===== src/rtl/apb_m_bridge.sv =====
// apb_m_bridge: single-outstanding APB master between a valid/ready command
// port and a valid/ready response port. Every output comes straight from a flop.
// Optional build macro APB_TIMEOUT_EN adds an ACCESS-phase watchdog that aborts
// the transfer after TIMEOUT cycles without pready.
module apb_m_bridge #(
  parameter int unsigned ADDR_W  = 32,
  parameter int unsigned DATA_W  = 8,
  parameter int unsigned TIMEOUT = 16
) (
  input  logic              pclk,
  input  logic              preset,
  // command port
  input  logic              cmd_valid,
  output logic              cmd_ready,
  input  logic              cmd_write,
  input  logic [ADDR_W-1:0] cmd_addr,
  input  logic [DATA_W-1:0] cmd_wdata,
  // response port
  output logic              rsp_valid,
  input  logic              rsp_ready,
  output logic [DATA_W-1:0] rsp_rdata,
  output logic              rsp_err,
  // APB
  output logic [ADDR_W-1:0] paddr,
  output logic              psel,
  output logic              penable,
  output logic              pwrite,
  output logic [DATA_W-1:0] pwdata,
  input  logic [DATA_W-1:0] prdata,
  input  logic              pready,
  input  logic              pslverr
);

  typedef enum logic [1:0] {
    IDLE   = 2'd0,
    SETUP  = 2'd1,
    ACCESS = 2'd2,
    RESP   = 2'd3
  } state_e;

  state_e              state_q, state_d;
  logic                cmd_ready_q, cmd_ready_d;
  logic                rsp_valid_q, rsp_valid_d;
  logic [DATA_W-1:0]   rsp_rdata_q, rsp_rdata_d;
  logic                rsp_err_q, rsp_err_d;
  logic [ADDR_W-1:0]   paddr_q, paddr_d;
  logic                psel_q, psel_d;
  logic                penable_q, penable_d;
  logic                pwrite_q, pwrite_d;
  logic [DATA_W-1:0]   pwdata_q, pwdata_d;

`ifdef APB_TIMEOUT_EN
  // Counter only needs to reach TIMEOUT-1; the abort fires on that value.
  localparam int unsigned CNT_W = (TIMEOUT < 2) ? 1 : $clog2(TIMEOUT);
  logic [CNT_W-1:0] to_cnt_q, to_cnt_d;
  logic             to_hit;
  assign to_hit = (to_cnt_q == CNT_W'(TIMEOUT - 1));
`endif

  // State and output registers; async reset returns every output to idle values
  always_ff @(posedge pclk or posedge preset) begin
    if (preset) begin
      state_q     <= IDLE;
      cmd_ready_q <= 1'b0;
      rsp_valid_q <= 1'b0;
      rsp_rdata_q <= '0;
      rsp_err_q   <= 1'b0;
      paddr_q     <= '0;
      psel_q      <= 1'b0;
      penable_q   <= 1'b0;
      pwrite_q    <= 1'b0;
      pwdata_q    <= '0;
`ifdef APB_TIMEOUT_EN
      to_cnt_q    <= '0;
`endif
    end else begin
      state_q     <= state_d;
      cmd_ready_q <= cmd_ready_d;
      rsp_valid_q <= rsp_valid_d;
      rsp_rdata_q <= rsp_rdata_d;
      rsp_err_q   <= rsp_err_d;
      paddr_q     <= paddr_d;
      psel_q      <= psel_d;
      penable_q   <= penable_d;
      pwrite_q    <= pwrite_d;
      pwdata_q    <= pwdata_d;
`ifdef APB_TIMEOUT_EN
      to_cnt_q    <= to_cnt_d;
`endif
    end
  end

  // Next-state and next-output logic; everything holds unless a state says otherwise
  always_comb begin
    state_d     = state_q;
    cmd_ready_d = cmd_ready_q;
    rsp_valid_d = rsp_valid_q;
    rsp_rdata_d = rsp_rdata_q;
    rsp_err_d   = rsp_err_q;
    paddr_d     = paddr_q;
    psel_d      = psel_q;
    penable_d   = penable_q;
    pwrite_d    = pwrite_q;
    pwdata_d    = pwdata_q;
`ifdef APB_TIMEOUT_EN
    to_cnt_d    = to_cnt_q;
`endif
    case (state_q)
      IDLE: begin
        // cmd_ready rises one edge after reset, so acceptance keys off the registered value
        cmd_ready_d = 1'b1;
        if (cmd_valid && cmd_ready_q) begin
          paddr_d     = cmd_addr;
          pwrite_d    = cmd_write;
          pwdata_d    = cmd_wdata;
          cmd_ready_d = 1'b0;
          psel_d      = 1'b1;
          state_d     = SETUP;
        end
      end
      SETUP: begin
        // pready is not looked at here: penable is still low on the bus
        penable_d = 1'b1;
`ifdef APB_TIMEOUT_EN
        to_cnt_d  = '0;
`endif
        state_d   = ACCESS;
      end
      ACCESS: begin
        if (pready) begin
          rsp_rdata_d = (pwrite_q || pslverr) ? '0 : prdata;
          rsp_err_d   = pslverr;
          psel_d      = 1'b0;
          penable_d   = 1'b0;
          rsp_valid_d = 1'b1;
          state_d     = RESP;
        end
`ifdef APB_TIMEOUT_EN
        else if (to_hit) begin
          // Slave never answered: drop the bus and report an error
          rsp_rdata_d = '0;
          rsp_err_d   = 1'b1;
          psel_d      = 1'b0;
          penable_d   = 1'b0;
          rsp_valid_d = 1'b1;
          state_d     = RESP;
        end else begin
          to_cnt_d = to_cnt_q + CNT_W'(1);
        end
`endif
      end
      RESP: begin
        if (rsp_ready) begin
          rsp_valid_d = 1'b0;
          cmd_ready_d = 1'b1;
          state_d     = IDLE;
        end
      end
      default: begin
        state_d     = IDLE;
        cmd_ready_d = 1'b0;
        rsp_valid_d = 1'b0;
        rsp_rdata_d = '0;
        rsp_err_d   = 1'b0;
        paddr_d     = '0;
        psel_d      = 1'b0;
        penable_d   = 1'b0;
        pwrite_d    = 1'b0;
        pwdata_d    = '0;
`ifdef APB_TIMEOUT_EN
        to_cnt_d    = '0;
`endif
      end
    endcase
  end

  assign cmd_ready = cmd_ready_q;
  assign rsp_valid = rsp_valid_q;
  assign rsp_rdata = rsp_rdata_q;
  assign rsp_err   = rsp_err_q;
  assign paddr     = paddr_q;
  assign psel      = psel_q;
  assign penable   = penable_q;
  assign pwrite    = pwrite_q;
  assign pwdata    = pwdata_q;

endmodule


===== config.mk =====
export PLATFORM = sky130hd
export DESIGN_NAME = apb_m_bridge
export DESIGN_NICKNAME = d
export VERILOG_FILES = /design/src/rtl/apb_m_bridge.sv
export SDC_FILE = /design/constraint.sdc
export NUM_CORES = 1
export LEC_CHECK = 0
export CAP_MARGIN = 20
export CORE_MARGIN = 2
export CORE_UTILIZATION = 41
export DETAILED_ROUTE_END_ITERATION = 10
export GPL_TIMING_DRIVEN = 0
export PLACE_DENSITY = 0.79
export SETUP_SLACK_MARGIN = 0.1
export SYNTH_ARGS = -nofsm -noshare
export SYNTH_HDL_FRONTEND = slang
export SYNTH_SLANG_ARGS = --single-unit
export TNS_END_PERCENT = 10

===== constraint.sdc =====
create_clock -name pclk -period 2.05 [get_ports pclk]
set_input_delay 0.5125 -clock pclk [delete_from_list [all_inputs] [get_ports pclk]]
set_output_delay 0.5125 -clock pclk [all_outputs]
set_load 0.05 [all_outputs]

# Word level (Yosys, flattened, before mapping)
# Cells that the tools add are included.
[word_totals]
reg_bits = 56
latchBits = 0
ramBits = 0
romBits = 0
inputBits = 55
output_inout_bits = 54
elab_cells = 45
memories = 0
[op_classes]
add_sub_neg = 0
multipliers = 0
div_mod_pow = 0
magnitude_cmp = 0
n_eq_ne = 6
shift = 0
n_mux = 15
n_bitwise = 0
reduce_logical = 14
[op_table]
columns = ["cell", "count"]
rows = [
  ["3-bit AND reduction", 3],
  ["8-bit 2-to-1 mux", 1],
  ["1-bit case mux with 2 select lines", 4],
  ["2-bit case mux with 4 select lines", 1],
  ["2-bit AND reduction", 4],
  ["2-bit nonzero test", 4],
  ["1-bit 2-to-1 mux", 6],
  ["2-bit 2-to-1 mux", 3],
  ["2-bit != test, second input constant", 3],
  ["2-bit == test, second input constant", 2],
  ["2-bit by 1-bit == test with 1-bit output, second input constant", 1],
  ["2-bit logical NOT", 1],
  ["1-bit logical AND", 1],
  ["1-bit logical OR", 1],
]

# Depth between registers and ports, before layout
# Gate-level depths: netlist (run 1).
[logic_depth]
word_depth = 3
mapped_depth = 6

# Worst setup path before layout (run 1)
# No wires, ideal clock.
[synth_timing]
kind = "register to register"
start = "reg state_q[0]"
end = "reg state_q[1]"
setup_time_ns = 0.128
t_arrival_ns = 1.472
required_ns = 1.922
path_slack_ns = 0.451
stages_incl_launch_ff = 6
n_path_buf = 0
period_less_slack_ns = 1.599
cell_sequence = "dfrtp_1 inv_1 ha_1 a21boi_2 a221oi_2 mux2_1"
[synth_between]
elab_chain_cells = 3
elab_cells_between_ends = 9
cone_classes = "6 x eq/ne; 1 x mux; 2 x reduce/logical"
[synth_rtl]
columns = ["element", "line_no", "text"]
rows = [
  ["from (decl)", "41", "state_e state_q, state_d;"],
  ["from (signal assigned)", "77", "state_q <= state_d;"],
  ["2-bit == test or 2-bit logical NOT (tied branches)", "108", "case (state_q)"],
  ["2-bit != test (no line)", "-", ""],
  ["3-bit AND reduction (no line)", "-", ""],
]
# Parallel ways exist; a longest one is shown, timed or not.
# A chain may end at the register's enable or synchronous reset.

# Worst setup path in the final report (run 1)
[layout_timing]
start = "reg cmd_ready_q (netlist: cmd_ready)"
end = "out cmd_ready"
[layout_rtl]
columns = ["element", "line_no", "text"]
rows = [
  ["from (decl)", "42", "logic cmd_ready_q, cmd_ready_d;"],
  ["from (signal assigned)", "78", "cmd_ready_q <= cmd_ready_d;"],
  ["to (decl)", "14", "output logic cmd_ready,"],
]
# No word-level cell between the ends.

==> results of run 1 <==
-- cells in the final DEF, fill, tap and decap left out --
master           count
dlymetal6s2s_1      49
mux2_4              38
a221oi_2             1
dlygate4sd2_1        5
nor3_2               1
nand3_4              1
mux2_2               4
ha_1                 7
inv_2                1
nor2_1               2
nand2_1              2
a21oi_1              2
clkinvlp_4           1
clkbuf_8             5
mux2_1               1
mux2i_1              3
clkdlybuf4s50_1     54
clkbuf_1             1
inv_1                4
dfrtp_1             56
a21boi_2             1
o22a_1               2
buf_12               1
o21ai_0              3
buf_2                1
a22o_1               8
clkinv_4             1
buf_6                4
-- layer usage --
metal,track usage,share of wire,wire (um),vias up
li1,-,-,-,738
met1,0.224,0.47,2510,780
met2,0.272,0.47,2570,59
met3,0.0427,0.057,307,2
met4,0.0407,0.0031,17,0
met5,0,0,0,-
-- registers in the layout, indices dropped and copies added, names as in the netlist --
register,count
paddr,32
pwdata,8
rsp_rdata,8
state_q,2
cmd_ready,1
penable,1
psel,1
pwrite,1
rsp_err,1
rsp_valid,1
-- metrics by stage --
stage / std cells / instance area (um^2) / total power (W)
after floorplan: 142 / 2400 / 0.00513
after global placement: 322 / 3570 / 0.00651
after detailed placement: 323 / 3590 / 0.00657
after CTS: 331 / 3670 / 0.00717
after global routing: 331 / 3790 / 0.00737
final: 331 / 3790 / 0.00704
-- repair_timing --
action | CTS | global route
hold endpoints to repair | 0 | 0
gates cloned | 0 | 0
setup endpoints to repair | 54 | 49
resized for setup | 5 | 49
-- cell usage after synthesis --
| library cell | instances | share of area |
|---|---|---|
| dfrtp_1 | 56 | 0.58 |
| mux2i_1 | 3 | 0.013 |
| buf_2 | 1 | 0.0021 |
| mux2_2 | 4 | 0.019 |
| o22a_1 | 2 | 0.0073 |
| nor3_2 | 1 | 0.0042 |
| mux2_1 | 1 | 0.0047 |
| a21oi_1 | 2 | 0.0042 |
| nor2_1 | 2 | 0.0031 |
| ha_1 | 7 | 0.037 |
| a22o_1 | 8 | 0.029 |
| mux2_4 | 38 | 0.24 |
| a21boi_2 | 1 | 0.0047 |
| nand3_4 | 1 | 0.0073 |
| inv_1 | 5 | 0.0078 |
| nand2_1 | 2 | 0.0031 |
| o21ai_0 | 3 | 0.0063 |
| buf_6 | 4 | 0.019 |
| a221oi_2 | 1 | 0.0063 |
-- cell type report --
cell class	instances	area (um^2)	area share
Tap cell	72	90.1	0.0238
Clock inverter	2	16.3	0.00429
Inverter	5	18.8	0.00495
Buffer	5	50.0	0.0132
Clock buffer	6	72.6	0.0191
Sequential cell	56	1400	0.370
Multi-Input combinational cell	76	926	0.244
Timing Repair Buffer	109	1220	0.321
-- cell families after synthesis --
group           count (synthesis)  share of synthesized area
fa+ha+maj                       7                     0.0366
mux                            46                      0.274
compound gates                 17                     0.0580
flops                          56                      0.585
buf+inv                        10                     0.0287
simple gates                    6                     0.0178
-- power by group --
part           switching, W  total (W)  internal (W)
logic               0.00266    0.00446       0.00179
clock network      0.000362   0.000606      0.000244
registers          0.000316    0.00198       0.00167
total               0.00334    0.00704       0.00370
-- final timing paths --
check | slack [ns] | end | cells after the start | from
min in group asynchronous | 0.56 | paddr[10]$_DFFE_PP0P_ | 2 | preset
worst min register to register | 0.50 | psel$_DFFE_PP0P_ | 1 | psel$_DFFE_PP0P_
worst min-delay path | 0.50 | psel$_DFFE_PP0P_ | 1 | psel$_DFFE_PP0P_
worst max register to register | 0.28 | state_q[1]$_DFFE_PP0P_ | 5 | state_q[0]$_DFFE_PP0P_
max in group asynchronous | 0.94 | state_q[1]$_DFFE_PP0P_ | 3 | preset
worst max-delay path | 0.22 | cmd_ready | 1 | cmd_ready$_DFFE_PP0P_
==> key figures, run 1 <==
Routing
  • Count of antenna-violating nets left after detailed routing: 0
  • Overall routed net length: 5400 um
  • Routed wire per std cell: 16.3 um
  • Via count: 1,579
  • Initial DRC count: 40
  • Pre-antenna DRT Iters: 4
  • Ratio of routed vias to standard cells: 4.77
  • Drt drc: 0

Synthesis
  • Post-synthesis instance area: 2400 um^2
  • Yosys cell types: 19
  • Mapped Avg Cell Area: 16.9 um^2
  • Post-synthesis net count: 204
  • Synth warn: 0
  • Instance count of the mapped netlist: 142
  • Number of synthesized register bits: 56
  • Register area share after synthesis: 0.585

Global routing
  • Congestion Overflow GR: 0
  • Global routing usage summed across all routing layers: 0.167
  • Global-route wire length before repair: 8190 um
  • Vias in the first global route: 1,649
  • Number of antenna violations at the first check in global routing: 0
  • Pin count of the biggest net entering global routing: 34

Floorplanning
  • Total I/O pin count: 109
  • DIE HEIGHT: 80.4 um
  • Number of core rows: 27
  • Floorplan core area: 5570 um^2
  • Die area: 6470 um^2
  • Starting utilization of the core area: 0.430
  • Die span in x: 80.4 um

STA
  • Final hold violations: 0
  • Setup repair after global routing missed its margin: false
  • Post-layout worst setup margin: 0.221 ns
  • Post-Route Setup TNS: 0 ns
  • Minimum hold slack: 0.498 ns
  • Final worst path period share: 0.892
  • Largest clock skew in the final design: 0.00867 ns
  • Final count of pins violating max slew: 0
  • Fmax: 547 MHz
  • Min Tclk post-route: 1.83 ns
  • Final setup fails: 0
  • Measured slew at the worst slew-check pin: 0.528 ns
  • Worst max-slew margin expressed relative to the limit: 0.646

CTS
  • Clock latency on the worst-skew pair: 0.30 ns
  • Clock Pin Slew Worst Setup and Hold Paths: 0.10 ns
  • Number of buffers added by the clock tree synthesis step: 5
  • H-tree levels: 2
  • Clock tree sinks: 56
  • CTS tree: done
  • Maximum clock path buffer count: 2
  • Master cell of the clock root buffer: clkbuf_8
  • Post CTS Setup Buffer Count: 0
  • Number of buffers added to fix hold violations after cts: 0

Outcome
  • Outcome: finished clean

Critical path
  • Data required, critical path: 1.54 ns
  • Crit Path Max Fanout: 4
  • Launching element type of the critical path: flip-flop
  • Cell with the largest stage delay on the worst path: dlygate4sd2_1
  • Family with the most delay on the worst path: buffers and inverters
  • Worst path max stage delay: 0.56 ns
  • Count of buffering cells on the critical path with inverters included: 1
  • Critical Path AT: 1.32 ns
  • Critical path start-end classification: reg2out
  • Critical path, cell by cell: dlygate4sd2_1
  • Crit path capture type: output pin

Finish
  • Fraction of layout cells with a size suffix above 1: 0.232
  • Nets: 320
  • Utilization after layout: 0.680
  • Final-layout fill cell count: 412
  • Antenna diode count: 0
  • Area growth from synthesis to layout: 58.3%

Placement
  • PortBufs: 108
  • HPWL after detailed placement: 3980 um
  • Gp weighted congestion: 0.737
  • Worst setup slack after placement: 0.0832 ns

Flow run
  • Max-cap check violation count: 0

Worst hold path
  • Worst hold-check path type: reg2reg

Power
  • Pwr/cell area: 1860 nW/um^2
  • Largest vdd supply drop: 971 uV
  • Leak Pwr: 2.24 nW
No activity file was read; power rests on OpenSTA's default activity.
==> inputs of run 2 (changes only) <==
--- a/config.mk
+++ b/config.mk
@@ -6,6 +6,7 @@
 export NUM_CORES = 1
 export LEC_CHECK = 0
 export CAP_MARGIN = 20
+export CORE_ASPECT_RATIO = 0.8
 export CORE_MARGIN = 2
 export CORE_UTILIZATION = 41
 export DETAILED_ROUTE_END_ITERATION = 10
==> run 2 against run 1 <==
First-iteration DRC count fell by 83%. Combinational power about the same. Largest cell class unchanged. Cell count grew 1.8%. Sequential share of layout area down 0.12 points. Critical endpoint unchanged. Maximum frequency rose by 0.88%. Cell area is 0.33% higher.
==> key figures, run 2 (same netlist as run 1, synthesis figures left out) <==
Power
  • Largest vdd supply drop: 846 uV
  • Switching power as a share of total power: 0.470
  • Pwr/cell area: 1850 nW/um^2
  • P_sw: 0.00331 W
  • Clock group share of total power: 0.087
  • Leak Pwr: 2.24 nW
  • Power Total: 0.00705 W
  • Share of power burned in registers: 0.283
  • Comb pwr share: 0.631
  • Internal power consumption: 0.00374 W

Global routing
  • M2 GR Usage: 0.235
  • Congestion Overflow GR: 0
  • Number of antenna violations at the first check in global routing: 0
  • Global routing usage summed across all routing layers: 0.160
  • Pin count of the biggest net entering global routing: 45
  • Global Route met1 Usage: 0.225
  • Met3 GRT Util: 0.0489
  • Vias in the first global route: 1,620
  • Most Used Layer, Global Route: met2
  • Global-route wire length before repair: 7820 um

Routing
  • Overall routed net length: 5280 um
  • Count of antenna-violating nets left after detailed routing: 0
  • Routed wire per std cell: 15.7 um
  • Ratio of routed vias to standard cells: 4.64
  • Pre-antenna DRT Iters: 4
  • Initial DRC count: 7
  • Drt drc: 0
  • Via count: 1,563

Outcome
  • Outcome: finished clean

CTS
  • CTS tree: done
  • Number of buffers added to fix hold violations after cts: 0
  • Clock Pin Slew Worst Setup and Hold Paths: 0.09 ns
  • Clock tree sinks: 56
  • Maximum clock path buffer count: 2
  • Number of buffers added by the clock tree synthesis step: 5
  • H-tree levels: 2
  • Master cell of the clock root buffer: clkbuf_8
  • Post CTS Setup Buffer Count: 0
  • Clock latency on the worst-skew pair: 0.30 ns

STA
  • Min Tclk post-route: 1.81 ns
  • Post-layout worst setup margin: 0.237 ns
  • Final count of pins violating max slew: 0
  • Setup repair after global routing missed its margin: false
  • Measured slew at the worst slew-check pin: 0.552 ns
  • Worst max-slew margin expressed relative to the limit: 0.632
  • Final hold violations: 0
  • Fmax: 551 MHz
  • Final setup fails: 0
  • Largest clock skew in the final design: 0.00604 ns
  • Final worst path period share: 0.885

Floorplanning
  • Floorplan core area: 5560 um^2
  • Die span in x: 89.5 um
  • Number of core rows: 24
  • Die area: 6480 um^2
  • Starting utilization of the core area: 0.431
  • DIE HEIGHT: 72.4 um
  • Total I/O pin count: 109

Critical path
  • Data required, critical path: 1.54 ns
  • Launching element type of the critical path: flip-flop
  • Register-to-register setup slack: 0.29 ns
  • Crit Path Max Fanout: 4
  • Crit path capture type: output pin
  • Cell with the largest stage delay on the worst path: dlygate4sd2_1
  • Critical path start-end classification: reg2out
  • Critical path, cell by cell: dlygate4sd2_1
  • Crit Reg-Reg Endpoint: state_q[1]$_DFFE_PP0P_
  • Worst path max stage delay: 0.56 ns
  • Count of buffering cells on the critical path with inverters included: 1
  • Family with the most delay on the worst path: buffers and inverters
  • Count of cells along the worst register-to-register path: 5
  • Beginning of the worst register-to-register path: state_q[0]$_DFFE_PP0P_
  • Critical Path AT: 1.30 ns

Flow run
  • Max-cap check violation count: 0

Finish
  • Nets: 320
  • Antenna diode count: 0
  • Fraction of layout cells with a size suffix above 1: 0.232
  • Area growth from synthesis to layout: 58.8%
  • Utilization after layout: 0.685
  • Commonest non-fill, non-tap cells in the layout: dfrtp_1 (56), clkdlybuf4s50_1 (54), dlymetal6s2s_1 (49)
  • Commonest non-fill, non-tap cell in the layout: dfrtp_1
  • Number of flip-flops under the largest register name: 32

Placement
  • Worst setup slack after placement: 0.0568 ns
  • HPWL after detailed placement: 3790 um
  • PortBufs: 108
  • Gp weighted congestion: 0.720

Worst hold path
  • Worst hold-check path type: in2async
## run 2: changes by cell type in the layout (fill, tap and decap cells not counted), sizes merged
cell,change
clkinv,-1
clkbuf,+1
## run 2: worst max-delay path by stage
stage,slack [ns],to,depth (start not counted),start
floorplan,0.17,cmd_ready$_DFFE_PP0P_,1,preset
global placement,-0.83,paddr[13]$_DFFE_PP0P_,2,preset
detailed placement,0.06,state_q[1]$_DFFE_PP0P_,4,pready
CTS,0.03,paddr[6],1,paddr[6]$_DFFE_PP0P_
global route,0.18,cmd_ready,1,cmd_ready$_DFFE_PP0P_
finish,0.24,cmd_ready,1,cmd_ready$_DFFE_PP0P_
## run 2: power groups by stage
stage                     Sequential, W  Clock [W]  Combinational, W
after floorplan                 0.00388          0           0.00125
after global placement          0.00200          0           0.00449
after detailed placement        0.00201          0           0.00455
after CTS                       0.00201   0.000640           0.00452
after global routing            0.00205   0.000677           0.00464
final                           0.00199   0.000612           0.00444
## run 2: what timing repair did
item,CTS,global route
endpoints found under the hold margin,0,0
setup endpoints to repair,54,49
resized for setup,5,49
## run 2: cell type report
class,instances,area [um^2]
buffer,5,50.0
clock buffer,7,86.3
clock inverter,1,7.51
fill,408,1750
inverter,5,18.8
multi-input combinational,76,926
sequential,56,1400
tap,78,97.6
timing repair buffer,109,1220
## run 2: worst register-to-register path, stage by stage (launching register included)
cell and delay, ns:
dfrtp_1 0.42, inv_1 0.13, ha_1 0.28, a21boi_2 0.19
a221oi_2 0.26, mux2_1 0.37
## run 2: through the flow
step	instances	hold slack, ns	TNS, ns	instance area (um^2)
after floorplan	142	0.559	0	2400
after global placement	328	0.468	-46.09	3570
after detailed placement	329	0.483	0	3590
after CTS	337	0.454	0	3680
after global routing	337	0.468	0	3800
final	337	0.453	0	3800
## run 2: metal layers
metal  share of wire  vias up  wire length (um)
met5               0        -                 0
met4           0.012        0                62
met3           0.073        6               383
met2            0.45       70              2360
met1            0.47      753              2470
li1                -      734                 -
==> inputs of run 3 (changes only) <==
--- a/config.mk
+++ b/config.mk
@@ -7,7 +7,7 @@
 export LEC_CHECK = 0
 export CAP_MARGIN = 20
 export CORE_ASPECT_RATIO = 0.8
-export CORE_MARGIN = 2
+export CORE_MARGIN = 10
 export CORE_UTILIZATION = 41
 export DETAILED_ROUTE_END_ITERATION = 10
 export GPL_TIMING_DRIVEN = 0
==> run 3 against run 2 <==
Sequential power hardly changed. Wire length up 20%. Cell area up 0.92%. Cell count down 0.30%. Clock-buffer cell count down 2. Maximum frequency decreased by 2.0%. Largest power group unchanged. Via count rose by 0.19%. Die area is 44% higher. Clock skew is 0.00085 ns lower.
==> key figures, run 3 (same netlist as run 1, synthesis figures left out) <==
Worst hold path
  • Worst hold-check path type: reg2reg
  • Worst Hold Path Cells: 2

CTS
  • Clock latency on the worst-skew pair: 0.30 ns
  • Post CTS Setup Buffer Count: 0
  • Master cell of the clock root buffer: clkbuf_8
  • H-tree levels: 2
  • CTS tree: done
  • Clock Pin Slew Worst Setup and Hold Paths: 0.09 ns
  • Number of buffers added to fix hold violations after cts: 0
  • Number of buffers added by the clock tree synthesis step: 5
  • Maximum clock path buffer count: 2
  • CTS resizes: 5
  • Clock tree sinks: 56

Global routing
  • Number of antenna violations at the first check in global routing: 0
  • Global-route wire length before repair: 9700 um
  • Pin count of the biggest net entering global routing: 35
  • Vias in the first global route: 1,717
  • Congestion Overflow GR: 0
  • Global routing usage summed across all routing layers: 0.131

STA
  • Final worst path period share: 0.903
  • Measured slew at the worst slew-check pin: 0.561 ns
  • Final hold violations: 0
  • Fmax: 540 MHz
  • Min Tclk post-route: 1.85 ns
  • Post-layout worst setup margin: 0.199 ns
  • Worst max-slew margin expressed relative to the limit: 0.626
  • Final count of pins violating max slew: 0
  • Largest clock skew in the final design: 0.00518 ns
  • Setup repair after global routing missed its margin: false
  • Final setup fails: 0
  • Post-Route Setup TNS: 0 ns

Outcome
  • Outcome: finished clean

Finish
  • Commonest non-fill, non-tap cell in the layout: dfrtp_1
  • Fraction of layout cells with a size suffix above 1: 0.233
  • Number of non-filler instances in the completed layout: 336
  • Commonest non-fill, non-tap cells in the layout: dfrtp_1 (56), clkdlybuf4s50_1 (54), dlymetal6s2s_1 (49)
  • Number of flip-flops under the largest register name: 32
  • Antenna diode count: 0
  • Nets: 320
  • Area growth from synthesis to layout: 60.3%
  • Utilization after layout: 0.691

Routing
  • Highest metal layer used by the detailed router: met4
  • Pre-antenna DRT Iters: 4
  • Length of routed met2 wiring: 2740 um
  • Count of antenna-violating nets left after detailed routing: 0
  • Ratio of routed vias to standard cells: 4.66
  • Met1 wire length: 3010 um
  • Overall routed net length: 6320 um
  • Detailed-routed wire length on met3: 503 um
  • Initial DRC count: 34
  • Routed wire per std cell: 18.8 um
  • Drt drc: 0
  • Via count: 1,566

Floorplanning
  • Total I/O pin count: 109
  • DIE HEIGHT: 88.4 um
  • Number of core rows: 24
  • Floorplan core area: 5560 um^2
  • Starting utilization of the core area: 0.431
  • Die span in x: 105 um
  • Die area: 9320 um^2

Flow run
  • Max-cap check violation count: 0

Critical path
  • Data required, critical path: 1.54 ns
  • Critical Path AT: 1.34 ns
  • Critical path start-end classification: reg2out
  • Critical path, cell by cell: dlygate4sd2_1
  • Count of buffering cells on the critical path with inverters included: 1
  • Crit path capture type: output pin
  • Total number of cells along the worst setup path: 1
  • Worst path max stage delay: 0.58 ns
  • Crit Path Max Fanout: 4
  • Cell with the largest stage delay on the worst path: dlygate4sd2_1
  • Count of cells along the worst register-to-register path: 5
  • Launching element type of the critical path: flip-flop
  • Family with the most delay on the worst path: buffers and inverters

Placement
  • Gp weighted congestion: 0.751
  • PortBufs: 108
  • HPWL after detailed placement: 4750 um
  • Placed Cells incl. Taps: 329
  • Worst setup slack after placement: 0.0885 ns

Power
  • Pwr/cell area: 1900 nW/um^2
  • Leak Pwr: 2.26 nW
  • Largest vdd supply drop: 945 uV
  • Power Total: 0.00731 W
==> run 3: changes by cell type in the layout (fill, tap and decap cells not counted), sizes merged <==
cell | previous run | this run
bufinv | 0 | 2
clkbuf | 7 | 5
clkinvlp | 1 | 0
==> run 3: final timing paths <==
kind / startpoint / endpoint / slack (ns)
min in group asynchronous: preset / paddr[24]$_DFFE_PP0P_ / 0.54
max in group asynchronous: preset / psel$_DFFE_PP0P_ / 0.96
hold reg to reg: penable$_DFFE_PP0P_ / penable$_DFFE_PP0P_ / 0.49
setup reg to reg: state_q[1]$_DFFE_PP0P_ / state_q[1]$_DFFE_PP0P_ / 0.31
setup / recovery: cmd_ready$_DFFE_PP0P_ / cmd_ready / 0.20
hold / removal: penable$_DFFE_PP0P_ / penable$_DFFE_PP0P_ / 0.49
==> run 3: layout make-up <==
cell class / count / area (um^2)
buffer: 5 / 50.0
fill: 399 / 1720
clock buffer: 5 / 68.8
clock inverter: 2 / 60.1
multi-input combinational: 76 / 926
inverter: 5 / 18.8
sequential: 56 / 1400
tap: 78 / 97.6
timing repair buffer: 109 / 1220
==> run 3: power by group <==
| part | internal (W) | switching [W] |
|---|---|---|
| clock network | 0.000481 | 0.000338 |
| registers | 0.00167 | 0.000312 |
| logic | 0.00180 | 0.00272 |
==> run 3: through the flow <==
step	instance area, um^2	hold WS (ns)
after detailed placement	3590	0.481
after global placement	3570	0.472
after global routing	3840	0.519
after CTS	3720	0.503
after floorplan	2400	0.559
final	3840	0.489
==> run 3: per-layer routing <==
metal  GRT usage  vias up
met1       0.177      751
met4      0.0373        0
met5           0        -
met3      0.0545        6
li1            -      730
met2       0.190       79
==> run 3: tightest hold or removal path, stage by stage (launching register included) <==
cell and delay [ns]:
dfrtp_1 0.35, nand2_1 0.04, o21ai_0 0.06
